<file path="src/rtl/fxp_div_seq_if.sv">
// fxp_div_seq_if
// Operand/result handshake bundle for the sequential fixed-point divider.
//   in_valid/in_ready : operand pair handshake (ina dividend, inb divisor)
//   out_valid/out_ready : result handshake (out quotient, overflow flag)
//   div_by_zero : present only when FXP_DIV_DBZ_EN is defined
// Modports: master = operand producer / result consumer, slave = divider.
// Optional macro: FXP_DIV_DBZ_EN.
interface fxp_div_seq_if #(
  parameter int WA = 16,
  parameter int WB = 16,
  parameter int WO = 16
);
  logic          in_valid;
  logic          in_ready;
  logic [WA-1:0] ina;
  logic [WB-1:0] inb;
  logic          out_valid;
  logic          out_ready;
  logic [WO-1:0] out;
  logic          overflow;
`ifdef FXP_DIV_DBZ_EN
  logic          div_by_zero;

  modport master (
    output in_valid, ina, inb, out_ready,
    input  in_ready, out_valid, out, overflow, div_by_zero
  );
  modport slave (
    input  in_valid, ina, inb, out_ready,
    output in_ready, out_valid, out, overflow, div_by_zero
  );
`else
  modport master (
    output in_valid, ina, inb, out_ready,
    input  in_ready, out_valid, out, overflow
  );
  modport slave (
    input  in_valid, ina, inb, out_ready,
    output in_ready, out_valid, out, overflow
  );
`endif
endinterface

</file>
<file path="src/rtl/fxp_div_seq.sv">
// fxp_div_seq
// Sequential signed fixed-point divider, out = ina / inb, restoring radix-2,
// one quotient bit per cycle. Magnitude is rounded half-up via a guard bit
// (ROUND=1) or truncated (ROUND=0); results outside the output Q-format
// saturate with overflow=1. Divide by zero returns max/min by dividend sign.
// Ports:
//   clk   : clock
//   rst_n : synchronous active-low reset
//   bus   : fxp_div_seq_if.slave (in_valid/in_ready/ina/inb,
//           out_valid/out_ready/out/overflow[/div_by_zero])
// Optional macro: FXP_DIV_DBZ_EN adds div_by_zero, high with out_valid when
// the held result came from a zero divisor.
//
// state | meaning
// IDLE  | in_ready=1, waiting for an operand pair
// DIV   | shifting one dividend bit per cycle into the remainder
// FIN   | round, saturate and sign-correct the raw quotient, register result
// DONE  | out_valid=1, result held until out_ready
module fxp_div_seq #(
  parameter int WIIA  = 8,
  parameter int WIFA  = 8,
  parameter int WIIB  = 8,
  parameter int WIFB  = 8,
  parameter int WOI   = 8,
  parameter int WOF   = 8,
  parameter bit ROUND = 1'b1
) (
  input logic         clk,
  input logic         rst_n,
  fxp_div_seq_if.slave bus
);

  localparam int WA   = WIIA + WIFA;
  localparam int WB   = WIIB + WIFB;
  localparam int WO   = WOI + WOF;
  localparam int S    = WIFB + WOF + 1 - WIFA;
  localparam int WN   = WA + S;
  localparam int CW   = ((WN > WO) ? WN : WO) + 1;
  localparam int CNTW = (WN > 1) ? $clog2(WN) : 1;

  localparam logic [CW-1:0] LIM_NEG = CW'(1) << (WO - 1);
  localparam logic [CW-1:0] LIM_POS = LIM_NEG - CW'(1);
  localparam logic [WO-1:0] OUT_MAX = {1'b0, {(WO-1){1'b1}}};
  localparam logic [WO-1:0] OUT_MIN = {1'b1, {(WO-1){1'b0}}};

  if (WIFB + WOF + 1 < WIFA) begin : g_bad_qfmt
    $fatal(1, "fxp_div_seq: WIFB+WOF+1 must be >= WIFA");
  end

  typedef enum logic [1:0] {
    IDLE = 2'd0,
    DIV  = 2'd1,
    FIN  = 2'd2,
    DONE = 2'd3
  } state_t;

  state_t state_q, state_d;

  logic            in_ready;
  logic            out_valid;
  logic            accept;

  logic [WN-1:0]   n_q;
  logic [WB:0]     b_q;
  logic [WB:0]     rem_q;
  logic [WN-1:0]   r_q;
  logic [CNTW-1:0] cnt_q;
  logic            sign_q;
  logic            a_neg_q;
  logic            dbz_q;
  logic [WO-1:0]   out_q;
  logic            ovf_q;

  // Operand magnitudes are one bit wider so the most negative value is exact.
  logic [WA:0]     a_ext, mag_a;
  logic [WB:0]     b_ext, mag_b;
  logic            inb_zero;

  logic [WB+1:0]   trial;
  logic            ge;
  logic [WB:0]     diff;

  logic [WN-1:0]   m;
  logic [CW-1:0]   m_ext;
  logic [WO-1:0]   mag_o, neg_o;
  logic            sat_pos, sat_neg;
  logic [WO-1:0]   res_out;
  logic            res_ovf;

  // ---------------------------------------------------------------- FSM
  always_ff @(posedge clk) begin
    if (!rst_n) state_q <= IDLE;
    else        state_q <= state_d;
  end

  always_comb begin
    state_d   = state_q;
    in_ready  = 1'b0;
    out_valid = 1'b0;
    case (state_q)
      IDLE: begin
        in_ready = 1'b1;
        if (bus.in_valid) state_d = inb_zero ? FIN : DIV;
      end
      DIV: begin
        if (cnt_q == '0) state_d = FIN;
      end
      FIN: begin
        state_d = DONE;
      end
      DONE: begin
        out_valid = 1'b1;
        if (bus.out_ready) state_d = IDLE;
      end
      default: state_d = IDLE;
    endcase
  end

  assign accept = (state_q == IDLE) && bus.in_valid;

  // ---------------------------------------------------------- operands
  always_comb begin
    a_ext    = {bus.ina[WA-1], bus.ina};
    b_ext    = {bus.inb[WB-1], bus.inb};
    mag_a    = a_ext[WA] ? (~a_ext + 1'b1) : a_ext;
    mag_b    = b_ext[WB] ? (~b_ext + 1'b1) : b_ext;
    inb_zero = (bus.inb == '0);
  end

  // ---------------------------------------------------------- datapath
  // Remainder stays below |B|, so the shifted trial value needs one more bit
  // and the difference always fits back into the remainder width.
  always_comb begin
    trial = {rem_q, n_q[WN-1]};
    ge    = (trial >= {1'b0, b_q});
    diff  = trial[WB:0] - b_q;
  end

  always_ff @(posedge clk) begin
    if (!rst_n) begin
      n_q     <= '0;
      b_q     <= '0;
      rem_q   <= '0;
      r_q     <= '0;
      cnt_q   <= '0;
      sign_q  <= 1'b0;
      a_neg_q <= 1'b0;
      dbz_q   <= 1'b0;
    end else if (accept) begin
      n_q     <= WN'(mag_a) << S;
      b_q     <= mag_b;
      rem_q   <= '0;
      r_q     <= '0;
      cnt_q   <= CNTW'(WN - 1);
      sign_q  <= bus.ina[WA-1] ^ bus.inb[WB-1];
      a_neg_q <= bus.ina[WA-1];
      dbz_q   <= inb_zero;
    end else if (state_q == DIV) begin
      n_q   <= n_q << 1;
      rem_q <= ge ? diff : trial[WB:0];
      r_q   <= {r_q[WN-2:0], ge};
      if (cnt_q != '0) cnt_q <= cnt_q - 1'b1;
    end
  end

  // -------------------------------------------------- round / saturate
  // r_q carries WOF+1 fraction bits; its LSB is the guard bit.
  always_comb begin
    m       = (r_q >> 1) + {{(WN-1){1'b0}}, (ROUND & r_q[0])};
    m_ext   = CW'(m);
    mag_o   = m_ext[WO-1:0];
    neg_o   = ~mag_o + 1'b1;
    sat_pos = !sign_q && (m_ext > LIM_POS);
    sat_neg =  sign_q && (m_ext > LIM_NEG);
    res_out = sign_q ? neg_o : mag_o;
    res_ovf = 1'b0;
    if (dbz_q) begin
      res_out = a_neg_q ? OUT_MIN : OUT_MAX;
      res_ovf = 1'b1;
    end else if (sat_pos) begin
      res_out = OUT_MAX;
      res_ovf = 1'b1;
    end else if (sat_neg) begin
      res_out = OUT_MIN;
      res_ovf = 1'b1;
    end
  end

  always_ff @(posedge clk) begin
    if (!rst_n) begin
      out_q <= '0;
      ovf_q <= 1'b0;
    end else if (state_q == FIN) begin
      out_q <= res_out;
      ovf_q <= res_ovf;
    end
  end

  // ------------------------------------------------------------ outputs
  assign bus.in_ready  = in_ready;
  assign bus.out_valid = out_valid;
  assign bus.out       = out_q;
  assign bus.overflow  = ovf_q;
`ifdef FXP_DIV_DBZ_EN
  assign bus.div_by_zero = dbz_q && (state_q == DONE);
`endif

endmodule

</file>
<file path="src/flat_wrapper.sv">
// flat-port wrapper written by rule: the top's interface ports become plain ports
module fxp_div_seq_flat 
#(
  parameter int WIIA  = 8,
  parameter int WIFA  = 8,
  parameter int WIIB  = 8,
  parameter int WIFB  = 8,
  parameter int WOI   = 8,
  parameter int WOF   = 8,
  parameter bit ROUND = 1'b1
)
  (clk, rst_n, bus_in_valid, bus_ina, bus_inb, bus_out_ready, bus_in_ready, bus_out_valid, bus_out, bus_overflow);
  fxp_div_seq_if #(.WA(16), .WB(16), .WO(16)) bus_i ();
  input logic clk;
  input logic rst_n;
  input wire logic [$bits(bus_i.in_valid)-1:0] bus_in_valid;
  input wire logic [$bits(bus_i.ina)-1:0] bus_ina;
  input wire logic [$bits(bus_i.inb)-1:0] bus_inb;
  input wire logic [$bits(bus_i.out_ready)-1:0] bus_out_ready;
  output wire logic [$bits(bus_i.in_ready)-1:0] bus_in_ready;
  output wire logic [$bits(bus_i.out_valid)-1:0] bus_out_valid;
  output wire logic [$bits(bus_i.out)-1:0] bus_out;
  output wire logic [$bits(bus_i.overflow)-1:0] bus_overflow;
  assign bus_i.in_valid = bus_in_valid;
  assign bus_i.ina = bus_ina;
  assign bus_i.inb = bus_inb;
  assign bus_i.out_ready = bus_out_ready;
  assign bus_in_ready = bus_i.in_ready;
  assign bus_out_valid = bus_i.out_valid;
  assign bus_out = bus_i.out;
  assign bus_overflow = bus_i.overflow;
  fxp_div_seq #(.WIIA(WIIA), .WIFA(WIFA), .WIIB(WIIB), .WIFB(WIFB), .WOI(WOI), .WOF(WOF), .ROUND(ROUND)) u_core (.clk(clk), .rst_n(rst_n), .bus(bus_i));
endmodule
</file>
<file path="config.mk">
export PLATFORM = sky130hd
export DESIGN_NAME = fxp_div_seq_flat
export DESIGN_NICKNAME = d
export VERILOG_FILES = /design/src/rtl/fxp_div_seq_if.sv /design/src/rtl/fxp_div_seq.sv /design/src/flat_wrapper.sv
export SDC_FILE = /design/constraint.sdc
export NUM_CORES = 1
export LEC_CHECK = 0
export BUFFER_PORTS_ARGS = -buffer_cell sky130_fd_sc_hd__buf_4
export CORE_MARGIN = 2
export CORE_UTILIZATION = 25
export DETAILED_ROUTE_END_ITERATION = 8
export HOLD_SLACK_MARGIN = 0.05
export MAX_ROUTING_LAYER = met4
export PLACE_DENSITY = 0.48
export SYNTH_ARGS = -nofsm -noshare
export SYNTH_HDL_FRONTEND = slang
export SYNTH_SLANG_ARGS = --single-unit
</file>
<file path="constraint.sdc">
create_clock -name clk -period 6.54 [get_ports clk]
set_input_delay 0.654 -clock clk [delete_from_list [all_inputs] [get_ports clk]]
set_output_delay 0.654 -clock clk [all_outputs]
set_load 0.05 [all_outputs]
</file>
==> results of run 1 <==
==> cells in the final DEF (no fill, tap or decap), types with 7 or more instances in the layout <==
master / Yosys / final
nor2b_1: 8 / 8
nand2_1: 96 / 96
xor2_1: 29 / 29
nor2_1: 59 / 59
a31oi_1: 15 / 15
nand4_1: 14 / 14
o31ai_1: 10 / 10
a21oi_1: 24 / 24
a21o_1: 8 / 8
o21ai_0: 52 / 52
mux2i_1: 44 / 44
o221a_2: 9 / 9
o211a_1: 31 / 31
xnor2_1: 45 / 45
or3_1: 14 / 14
a21boi_0: 8 / 8
and3_1: 7 / 7
buf_4: 5 / 57
clkbuf_16: 0 / 9
ha_1: 29 / 28
nand3_1: 12 / 12
dfxtp_1: 102 / 102
inv_1: 36 / 36
nor3_1: 24 / 24
==> cell type report <==
type | count | area [um^2] | share of cell area, %
inverters | 36 | 135.1 | 1.725
multi-input cells | 636 | 4469 | 57.06
repair buffers | 57 | 427.9 | 5.463
clock inverters | 5 | 78.83 | 1.006
well taps | 341 | 426.7 | 5.447
flip-flops and latches | 102 | 2042 | 26.07
clock buffers | 11 | 252.7 | 3.227
==> power breakdown <==
part	leakage, nW	switching, W	internal (W)
Clock	0.166	0.000249	0.000357
Combinational	2.24	0.00105	0.000670
Sequential	0.833	0.000116	0.000775
==> Yosys cell counts (3+ instances only) <==
master	number	share of area, %
a21boi_0	8	0.87
xor2_1	29	3.7
xnor2_1	45	5.7
o41ai_1	5	0.63
buf_4	5	0.54
nand4_1	14	1.3
nand3b_1	4	0.44
o211ai_1	5	0.54
inv_1	36	2.0
nand3_1	12	0.87
o21ai_0	52	3.8
o211a_1	31	4.5
o31ai_1	10	1.1
nand2_1	96	5.2
nor3b_1	3	0.33
nor4_1	3	0.27
or4_4	3	0.49
or3_1	14	1.3
nand2b_1	4	0.36
and2_1	4	0.36
nor2_1	59	3.2
mux2i_1	44	6.4
buf_1	8	0.44
dfxtp_1	102	30
a21o_1	8	0.87
ha_1	29	5.3
o2111ai_1	3	0.38
buf_2	7	0.51
nor3_1	24	1.7
a31oi_1	15	1.4
or4_1	5	0.54
clkbuf_1	38	2.1
or2_2	4	0.36
o21a_1	3	0.33
nor2b_1	8	0.73
a211oi_1	5	0.54
and3_1	7	0.63
a21oi_1	24	1.7
o221a_2	9	1.5
==> sequential cells by signal, summed over array words and instances, names as in the netlist <==
name and count:
u_core.sign_q 1, u_core.n_q 16, u_core.b_q 17, u_core.dbz_q 1, u_core.cnt_q 5, u_core.r_q 25, u_core.bus.overflow 1, u_core.rem_q 17
u_core.state_q 2, u_core.a_neg_q 1, u_core.bus.out 16
==> worst max-delay path by stage <==
stage	from	to	slack [ns]	cells after the start
5_1_grt	u_core.r_q[1]$_SDFFE_PP0P_	u_core.bus.out[13]$_SDFFE_PN0P_	2.52	10
4_1_cts	u_core.r_q[1]$_SDFFE_PP0P_	u_core.bus.out[4]$_SDFFE_PN0P_	2.98	9
6_report	u_core.r_q[1]$_SDFFE_PP0P_	u_core.bus.out[4]$_SDFFE_PN0P_	2.98	9
2_1_floorplan	bus_inb[5]	u_core.b_q[14]$_SDFFE_PN0P_	3.76	7
3_3_place_gp	u_core.r_q[0]$_SDFFE_PP0P_	u_core.bus.out[4]$_SDFFE_PN0P_	3.09	9
3_5_place_dp	u_core.r_q[1]$_SDFFE_PP0P_	u_core.bus.out[4]$_SDFFE_PN0P_	3.02	9
==> worst max-delay path: stages, from the launching register on <==
cell and delay, ns:
dfxtp_1 0.36, ha_1 0.29, ha_1 0.44, nand4_1 0.36
nor4_1 0.51, o311ai_0 0.34, a22oi_4 0.30, a41oi_4 0.29
or3_1 0.45, a21oi_1 0.14
==> cell families (layout without fill, tap and decap cells) <==
kind of cell / count (synthesis) / count (layout)
compound gates: 210 / 210
xor+xnor: 74 / 74
fa+ha+maj: 30 / 30
buf+inv: 97 / 109
flops: 102 / 102
mux: 44 / 44
simple gates: 278 / 278
==> routing by layer <==
metal  wire length, um  vias up  track usage (%)
met1              8615     2677            16.23
met3               479       14            2.140
li1                  -     3024                -
met2              7549       68            19.03
met5                 0        -                -
met4               199        0            3.530
==> metrics by stage <==
step | total power [W] | instance area [um^2] | utilization, %
after floorplan | 0.002255 | 6900 | -
after global placement | 0.002638 | 7501 | 27.75
after detailed placement | 0.002639 | 7501 | 27.75
after CTS | 0.003265 | 7833 | 28.98
after global routing | 0.003496 | 7833 | 28.98
final | 0.003214 | 7833 | 28.98
==> flow_summary.toml, run 1 <==
[critical_path]
startpoint_type = "flop"
worst_setup_path_end_kind = "flop"
reg2reg_depth = 9
cp.required_ns = 6.84
crit_fanout = 17
r2r_end = "u_core.bus.out[4]$_SDFFE_PN0P_"
r2r_slack_ns = 2.98
worstReg2RegStart = "u_core.r_q[1]$_SDFFE_PP0P_"
crit_type = "flop to flop"
cp.arrival_ns = 3.86

[cells_and_area]
fill_cells = 2903
drive_above_1_share_pct = 12.28
antennaDiodeCount = 0
finalNonFillerCells = 1188
syn_to_final_growth_pct = 13.51
nets = 908

[drt]
drt_iter0_markers = 331
vias_per_cell = 4.868
drtPass1Iterations = 5
route.detailed.drc = 0
drtAntennaViolNets = 0
avgRoutedWirePerCell_um = 14.18
dr_total_vias = 5783
wirelength_um = 16840

[clocking]
insertion_delay_ns = 0.36
cts.repair.resized = 0
numCtsBuffers = 9
cts_setup_buffers = 0
clock_path_buffers = 2
postCtsHoldBufs = 0
cts_root_buffer = "clkbuf_16"
clock-sinks = 102
cts.clk_slew.worst_paths_ns = 0.07
htreeDepth = 3
cts_tree = "built"

[global_route]
grt_overflow = 0
grt_pass1_wl_um = 27780
grt_pass1_vias = 5451
grt_max_degree = 78
gr-usage-all-layers_pct = 12.22
antenna_found_initial = 0

[logic_synthesis]
synth-edff-count = 0
ys_seq_area_share_pct = 29.59
ys_ff_latch = 102
synth_fa_ha_area_share_pct = 5.549
postSynthCellCount = 835
synth_nets = 901
synth.distinct_cells = 80
synth_area_mm2 = 0.006900
synthMuxAreaShare_pct = 6.383
yosysWarnings = 0
yosys.area_share.simple_pct = 20.18
synth_area_per_cell_um2 = 8.264
synth_top_family_by_area = "compound AO/OA/AOI/OAI gates"
synth-compound-area-share_pct = 23.08
synthArstFlopShare_pct = 0
synth_xor_xnor_area_share_pct = 9.393
ys.flop_type = "dfxtp_1"

[timing]
slew_violations = 0
period_share_pct = 54.50
tns_ns = 0
tightest_slew_ns = 1.053
setup_ws_ns = 2.976
rsz0062_at_grt = "no"
setup_violations = 0
fin_skew_ns = 0.006818
relSlewSlack_pct = 29.80
fmax_mhz = 280.6
hold_violations = 0
fin_hold_ws_ns = 0.4437
fin_crit_ns = 3.564

[run_status]
status = "complete, no violations"

[worst_hold_path]
whs_endpoint = "u_core.b_q[16]$_SDFFE_PN0P_"
hold_class = "flop to flop"
holdPathStages = 2
hold_start = "u_core.b_q[16]$_SDFFE_PN0P_"

[place]
port_buffers = 54
placed_cells = 1172
place_hpwl_um = 12160
dp_slack_ns = 3.019
routabilityCongestion = 0.8242

[floorplan]
io_pins = 55
num_rows = 60
die_h_um = 170.1
dieArea_mm2 = 0.02895
start_util_pct = 25.53
die_w_um = 170.1
coreArea_mm2 = 0.02703

[pwr]
irDropWorstVdd_v = 0.0001709
leakagePower_nw = 3.235
p_per_area_mw_per_mm2 = 410.4

[run]
cap_viol_max_count = 0
Note: power is estimated with default switching activity, not from simulation.
==> inputs of run 2 (changes only) <==
==> constraint.sdc (replaced) <==
create_clock -name clk -period 3.7 [get_ports clk]
set_input_delay 0.37 -clock clk [delete_from_list [all_inputs] [get_ports clk]]
set_output_delay 0.37 -clock clk [all_outputs]
set_load 0.05 [all_outputs]
==> run 2 against run 1 <==
Compared with the run above: global-route usage grew 0.33 points; cell count grew 1.1%; non-clock buffer count grew 13; sequential share of layout area shrank 0.23 points; final area grew 0.88%; combinational power grew 80%; power grew 76%; clock power grew 63%; register-to-register slack lost 2.6 ns; highest routed layer unchanged.
==> flow_summary.toml, run 2 (synthesis gave the netlist of run 1 again) <==
[floorplan]
start_util_pct = 25.53
io_pins = 55
die_h_um = 170.1
coreArea_mm2 = 0.02703
num_rows = 60
die_w_um = 170.1
dieArea_mm2 = 0.02895

[critical_path]
critPathBufInv = 0
reg2reg_depth = 10
r2r_slack_ns = 0.37
critPathSlowestCell = "nor4_1"
crit_top_cell = "ha_1"
startpoint_type = "flop"
crit_family = "compound AO/OA/AOI/OAI gates"
crit_fanout = 8
crit_type = "flop to flop"
worst_setup_path_end_kind = "flop"
path_cells = "ha_1 -> ha_1 -> nand4_1 -> nor4_1 -> o311ai_0 -> a22oi_4 -> a41oi_2 -> a21oi_1 -> o21ai_0 -> o211a_1"
crit_path_max_incr_delay_ns = 0.57
cp.arrival_ns = 3.58
worstReg2RegStart = "u_core.r_q[0]$_SDFFE_PP0P_"
cp.required_ns = 3.94
r2r_end = "u_core.bus.out[14]$_SDFFE_PN0P_"

[clocking]
cts.clk_slew.worst_paths_ns = 0.07
clock-sinks = 102
cts_setup_buffers = 0
cts_root_buffer = "clkbuf_16"
postCtsHoldBufs = 0
cts.repair.resized = 0
clock_path_buffers = 2
insertion_delay_ns = 0.35
numCtsBuffers = 9
htreeDepth = 3
cts_tree = "built"

[timing]
rsz0062_at_grt = "no"
fin_crit_ns = 3.334
slew_violations = 0
relSlewSlack_pct = 49.19
setup_ws_ns = 0.3658
tns_ns = 0
setup_violations = 0
period_share_pct = 90.11
fmax_mhz = 299.9
hold_violations = 0
fin_skew_ns = 0.008918
tightest_slew_ns = 0.7621

[global_route]
grt_pass1_wl_um = 28860
gr-usage-all-layers_pct = 12.56
grt_overflow = 0
antenna_found_initial = 0
grt_max_degree = 51
grt_pass1_vias = 5703

[drt]
drtPass1Iterations = 4
wirelength_um = 17130
route.detailed.drc = 0
drt_iter0_markers = 311
dr_total_vias = 5876
avgRoutedWirePerCell_um = 14.27
drtAntennaViolNets = 0
vias_per_cell = 4.893

[cells_and_area]
fill_cells = 2968
top_regs = "u_core.r_q x25, u_core.b_q x17, u_core.rem_q x17"
syn_to_final_growth_pct = 14.51
antennaDiodeCount = 0
nets = 921
drive_above_1_share_pct = 13.37
layout_commonest_cell = "dfxtp_1"
final_cell_mix = "dfxtp_1 (102), nand2_1 (96), buf_4 (70), nor2_1 (59), o21ai_0 (52)"
postLayoutCellArea_mm2 = 0.007901
top_register = "u_core.r_q"
largest_register_ffs = 25

[place]
placed_area_mm2 = 0.007599
place_hpwl_um = 12780
routabilityCongestion = 0.8011
port_buffers = 54
dp_slack_ns = 0.3300

[pwr]
pwr-share-seq_pct = 27.8
p_int_w = 0.003158
p_comb_share_pct = 54.7
swShare_pct = 44.18
power_switching_w = 0.002499
p_per_area_mw_per_mm2 = 715.9
irDropWorstVdd_v = 0.0003564
leakagePower_nw = 3.282
pwr-share-clk_pct = 17.5

[run]
cap_viol_max_count = 0

[worst_hold_path]
holdPathStages = 3
whs_endpoint = "u_core.n_q[9]$_SDFFE_PN0P_"
hold_start = "bus_ina[0]"
hold_class = "input pin to flop"

[run_status]
status = "complete, no violations"
-- run 2: worst reg2reg max path, delay by kind of cell (launching register included) --
kind / cells / cell delay, ns
AO/OA/AOI/OAI: 6 / 1.52
adder cells (fa/ha/maj): 2 / 0.49
flip-flops: 1 / 0.36
AND/OR/NAND/NOR: 2 / 0.85
-- run 2: worst max-delay path by stage --
stage	startpoint	end	slack, ns	cells after the start
4_1_cts	u_core.r_q[0]$_SDFFE_PP0P_	u_core.bus.out[14]$_SDFFE_PN0P_	0.32	10
5_1_grt	u_core.r_q[0]$_SDFFE_PP0P_	u_core.bus.out[14]$_SDFFE_PN0P_	0.03	10
3_5_place_dp	u_core.r_q[0]$_SDFFE_PP0P_	u_core.bus.out[14]$_SDFFE_PN0P_	0.33	10
3_3_place_gp	u_core.r_q[0]$_SDFFE_PP0P_	u_core.bus.out[13]$_SDFFE_PN0P_	0.44	10
2_1_floorplan	u_core.r_q[0]$_SDFFE_PP0P_	u_core.bus.out[10]$_SDFFE_PN0P_	0.93	10
6_report	u_core.r_q[0]$_SDFFE_PP0P_	u_core.bus.out[14]$_SDFFE_PN0P_	0.37	10
-- run 2: cell type report --
type	instances	area (um^2)	area share, %
multi-input cells	636	4469	56.56
repair buffers	70	525.5	6.651
clock buffers	13	260.3	3.294
clock inverters	3	42.54	0.5384
well taps	341	426.7	5.400
inverters	36	135.1	1.710
flip-flops and latches	102	2042	25.84
-- run 2: per-layer routing --
| metal | global-route usage [%] | up-vias | wire (um) |
|---|---|---|---|
| met5 | - | - | 0 |
| met4 | 2.415 | 0 | 142 |
| met3 | 2.442 | 13 | 422 |
| met2 | 19.94 | 64 | 7779 |
| met1 | 16.67 | 2748 | 8788 |
| li1 | - | 3051 | - |
-- run 2: metrics by stage --
| stage | util (%) | cells | hold WS [ns] | total power [W] |
|---|---|---|---|---|
| finish | 29.24 | 1201 | 0.2889 | 0.005657 |
| detailed placement | 28.12 | 1185 | 0.4539 | 0.004723 |
| global placement | 28.12 | 1185 | 0.4469 | 0.004720 |
| floorplan | - | 835 | 0.4197 | 0.003985 |
| global route | 29.24 | 1201 | 0.2802 | 0.006179 |
| CTS | 29.24 | 1201 | 0.2806 | 0.005740 |
-- run 2: power groups by stage --
stage	Combinational (W)	Clock [W]	Sequential, W
floorplan	0.00223	0	0.00176
global placement	0.00312	0	0.00160
detailed placement	0.00312	0	0.00160
CTS	0.00314	0.00103	0.00158
global route	0.00350	0.00107	0.00161
finish	0.00310	0.000990	0.00157
==> inputs of run 3 (changes only) <==
--- a/config.mk
+++ b/config.mk
@@ -7,11 +7,11 @@
 export LEC_CHECK = 0
 export BUFFER_PORTS_ARGS = -buffer_cell sky130_fd_sc_hd__buf_4
 export CORE_MARGIN = 2
-export CORE_UTILIZATION = 25
+export CORE_UTILIZATION = 59
 export DETAILED_ROUTE_END_ITERATION = 8
 export HOLD_SLACK_MARGIN = 0.05
 export MAX_ROUTING_LAYER = met4
-export PLACE_DENSITY = 0.48
+export PLACE_DENSITY = 0.87
 export SYNTH_ARGS = -nofsm -noshare
 export SYNTH_HDL_FRONTEND = slang
 export SYNTH_SLANG_ARGS = --single-unit
==> run 3 against run 2 <==
Compared with the run above: first-iteration DRC count is 16% higher; setup slack worse by 0.039 ns; clock power is 9.0% lower; global-route usage is 13 points higher; fmax is 1.2% lower; sequential cell count stayed put; critical endpoint is now u_core.bus.out[4]$_SDFFE_PN0P_; largest cell class unchanged; highest routed layer unchanged.
==> flow_summary.toml, run 3 (synthesis gave the netlist of run 1 again) <==
[place]
place_hpwl_um = 10710
routabilityCongestion = 0.9606
port_buffers = 54
placed_area_mm2 = 0.007318

[timing]
hold_violations = 0
setup_violations = 0
period_share_pct = 91.17
relSlewSlack_pct = 50.28
fin_skew_ns = 0.01097
tns_ns = 0
fmax_mhz = 296.4
tightest_slew_ns = 0.7448
slew_violations = 0
fin_crit_ns = 3.373
fin_hold_ws_ns = 0.2880
rsz0062_at_grt = "no"

[critical_path]
crit_type = "flop to flop"
critPathSlowestCell = "a2111oi_1"
crit_start = "u_core.r_q[0]$_SDFFE_PP0P_"
reg2reg_depth = 9
r2r_slack_ns = 0.33
crit_family = "compound AO/OA/AOI/OAI gates"
crit_fanout = 13
startpoint_type = "flop"
r2r_end = "u_core.bus.out[4]$_SDFFE_PN0P_"
crit_top_cell = "ha_1"
crit_path_max_incr_delay_ns = 0.55
critPathBufInv = 0
worstReg2RegStart = "u_core.r_q[0]$_SDFFE_PP0P_"
worst_setup_path_end_kind = "flop"
cp.arrival_ns = 3.66
cp.depth = 9
cp.required_ns = 3.98
path_cells = "ha_1 -> ha_1 -> and4_4 -> a2111oi_1 -> o221ai_1 -> o21bai_2 -> a41oi_4 -> or3_1 -> a21oi_1"
crit_end = "u_core.bus.out[4]$_SDFFE_PN0P_"

[floorplan]
num_rows = 39
die_w_um = 112.1
dieArea_mm2 = 0.01258
start_util_pct = 60.43
io_pins = 55
coreArea_mm2 = 0.01142
die_h_um = 112.1

[worst_hold_path]
hold_start = "bus_ina[0]"
hold_class = "input pin to flop"

[pwr]
irDropWorstVdd_v = 0.0004102
p_per_area_mw_per_mm2 = 736.2
leakagePower_nw = 3.266
finalPower_w = 0.005609

[cells_and_area]
syn_to_final_growth_pct = 10.41
largest_register_ffs = 25
drive_above_1_share_pct = 13.10
top_register = "u_core.r_q"
nets = 916
antennaDiodeCount = 0
layout_commonest_cell = "dfxtp_1"
final_cell_mix = "dfxtp_1 (102), nand2_1 (96), buf_4 (64), nor2_1 (59), o21ai_0 (52)"
postLayoutCellArea_mm2 = 0.007619
top_regs = "u_core.r_q x25, u_core.b_q x17, u_core.rem_q x17"

[run_status]
status = "complete, no violations"

[global_route]
grt_pass1_vias = 5683
gr-usage-all-layers_pct = 25.36
grt_overflow = 0
grt_max_degree = 59
grt_pass1_wl_um = 26210
antenna_found_initial = 0

[drt]
drtAntennaViolNets = 0
drt_iter0_markers = 360
vias_per_cell = 6.079
avgRoutedWirePerCell_um = 15.48
wirelength_um = 15450
route.detailed.drc = 0
dr_total_vias = 6067
drtPass1Iterations = 5

[clocking]
clock_path_buffers = 2
htreeDepth = 3
cts_root_buffer = "clkbuf_16"
cts.clk_slew.worst_paths_ns = 0.07
clock-sinks = 102
numCtsBuffers = 9
cts_tree = "built"
insertion_delay_ns = 0.35

[run]
cap_viol_max_count = 0
run 3: cell count changes in the layout (fill, tap and decap cells not counted), sizes merged:
cell	previous run	this run
buf	70	65
inv	36	39
clkbuf	13	11
bufinv	1	0
clkinv	1	2
clkinvlp	1	0
run 3: worst reg2reg max path, delay by kind of cell (launching register included):
family / cells / cell delay [ns]
AND/OR/NAND/NOR: 2 / 0.71
AO/OA/AOI/OAI: 5 / 1.61
flip-flops: 1 / 0.33
adder cells (fa/ha/maj): 2 / 0.66
run 3: power breakdown:
group	switching, W	internal (W)	total [W]	leakage, nW
clock	0.000436	0.000465	0.000901	0.135
combinational	0.00186	0.00127	0.00313	2.30
sequential	0.000203	0.00137	0.00157	0.833
total	0.00250	0.00311	0.00561	3.27
run 3: per-layer routing:
metal / GRT usage (%) / vias up / wire length [um]
li1: - / 3023 / -
met1: 31.23 / 2868 / 7006
met2: 42.89 / 151 / 7612
met3: 3.888 / 25 / 557
met4: 8.049 / 0 / 276
met5: - / - / 0
run 3: per-stage QoR:
step           setup slack (ns)  utilization [%]  std cells
5_1_grt                 0.09355            66.72        998
3_5_place_dp             0.2488            64.09        981
6_report                 0.3267            66.72        998
2_1_floorplan            0.9287                -        835
3_3_place_gp             0.3408            64.09        981
4_1_cts                 0.08116            66.48        997
run 3: worst min-delay path by stage:
stage                                   to  slack (ns)  cells after the start
2_1_floorplan  u_core.b_q[16]$_SDFFE_PN0P_        0.42                      2
3_3_place_gp   u_core.b_q[16]$_SDFFE_PN0P_        0.44                      2
3_5_place_dp   u_core.b_q[16]$_SDFFE_PN0P_        0.44                      2
4_1_cts         u_core.n_q[9]$_SDFFE_PN0P_        0.29                      3
5_1_grt         u_core.n_q[9]$_SDFFE_PN0P_        0.30                      3
6_report        u_core.n_q[9]$_SDFFE_PN0P_        0.29                      3
run 3: layout make-up:
cell class                      instances  area, um^2
Tap cell                              143       178.9
Clock inverter                          5       40.04
Fill cell                             959        3800
Timing Repair Buffer                   65       500.5
Inverter                               36       135.1
Sequential cell                       102        2042
Multi-Input combinational cell        636        4489
Clock buffer                           11       232.7
run 3: what timing repair did:
item	CTS	global route
hold buffers	0	0
endpoints found under the setup margin	0	17
buffers inserted	0	1
resized for setup	0	3
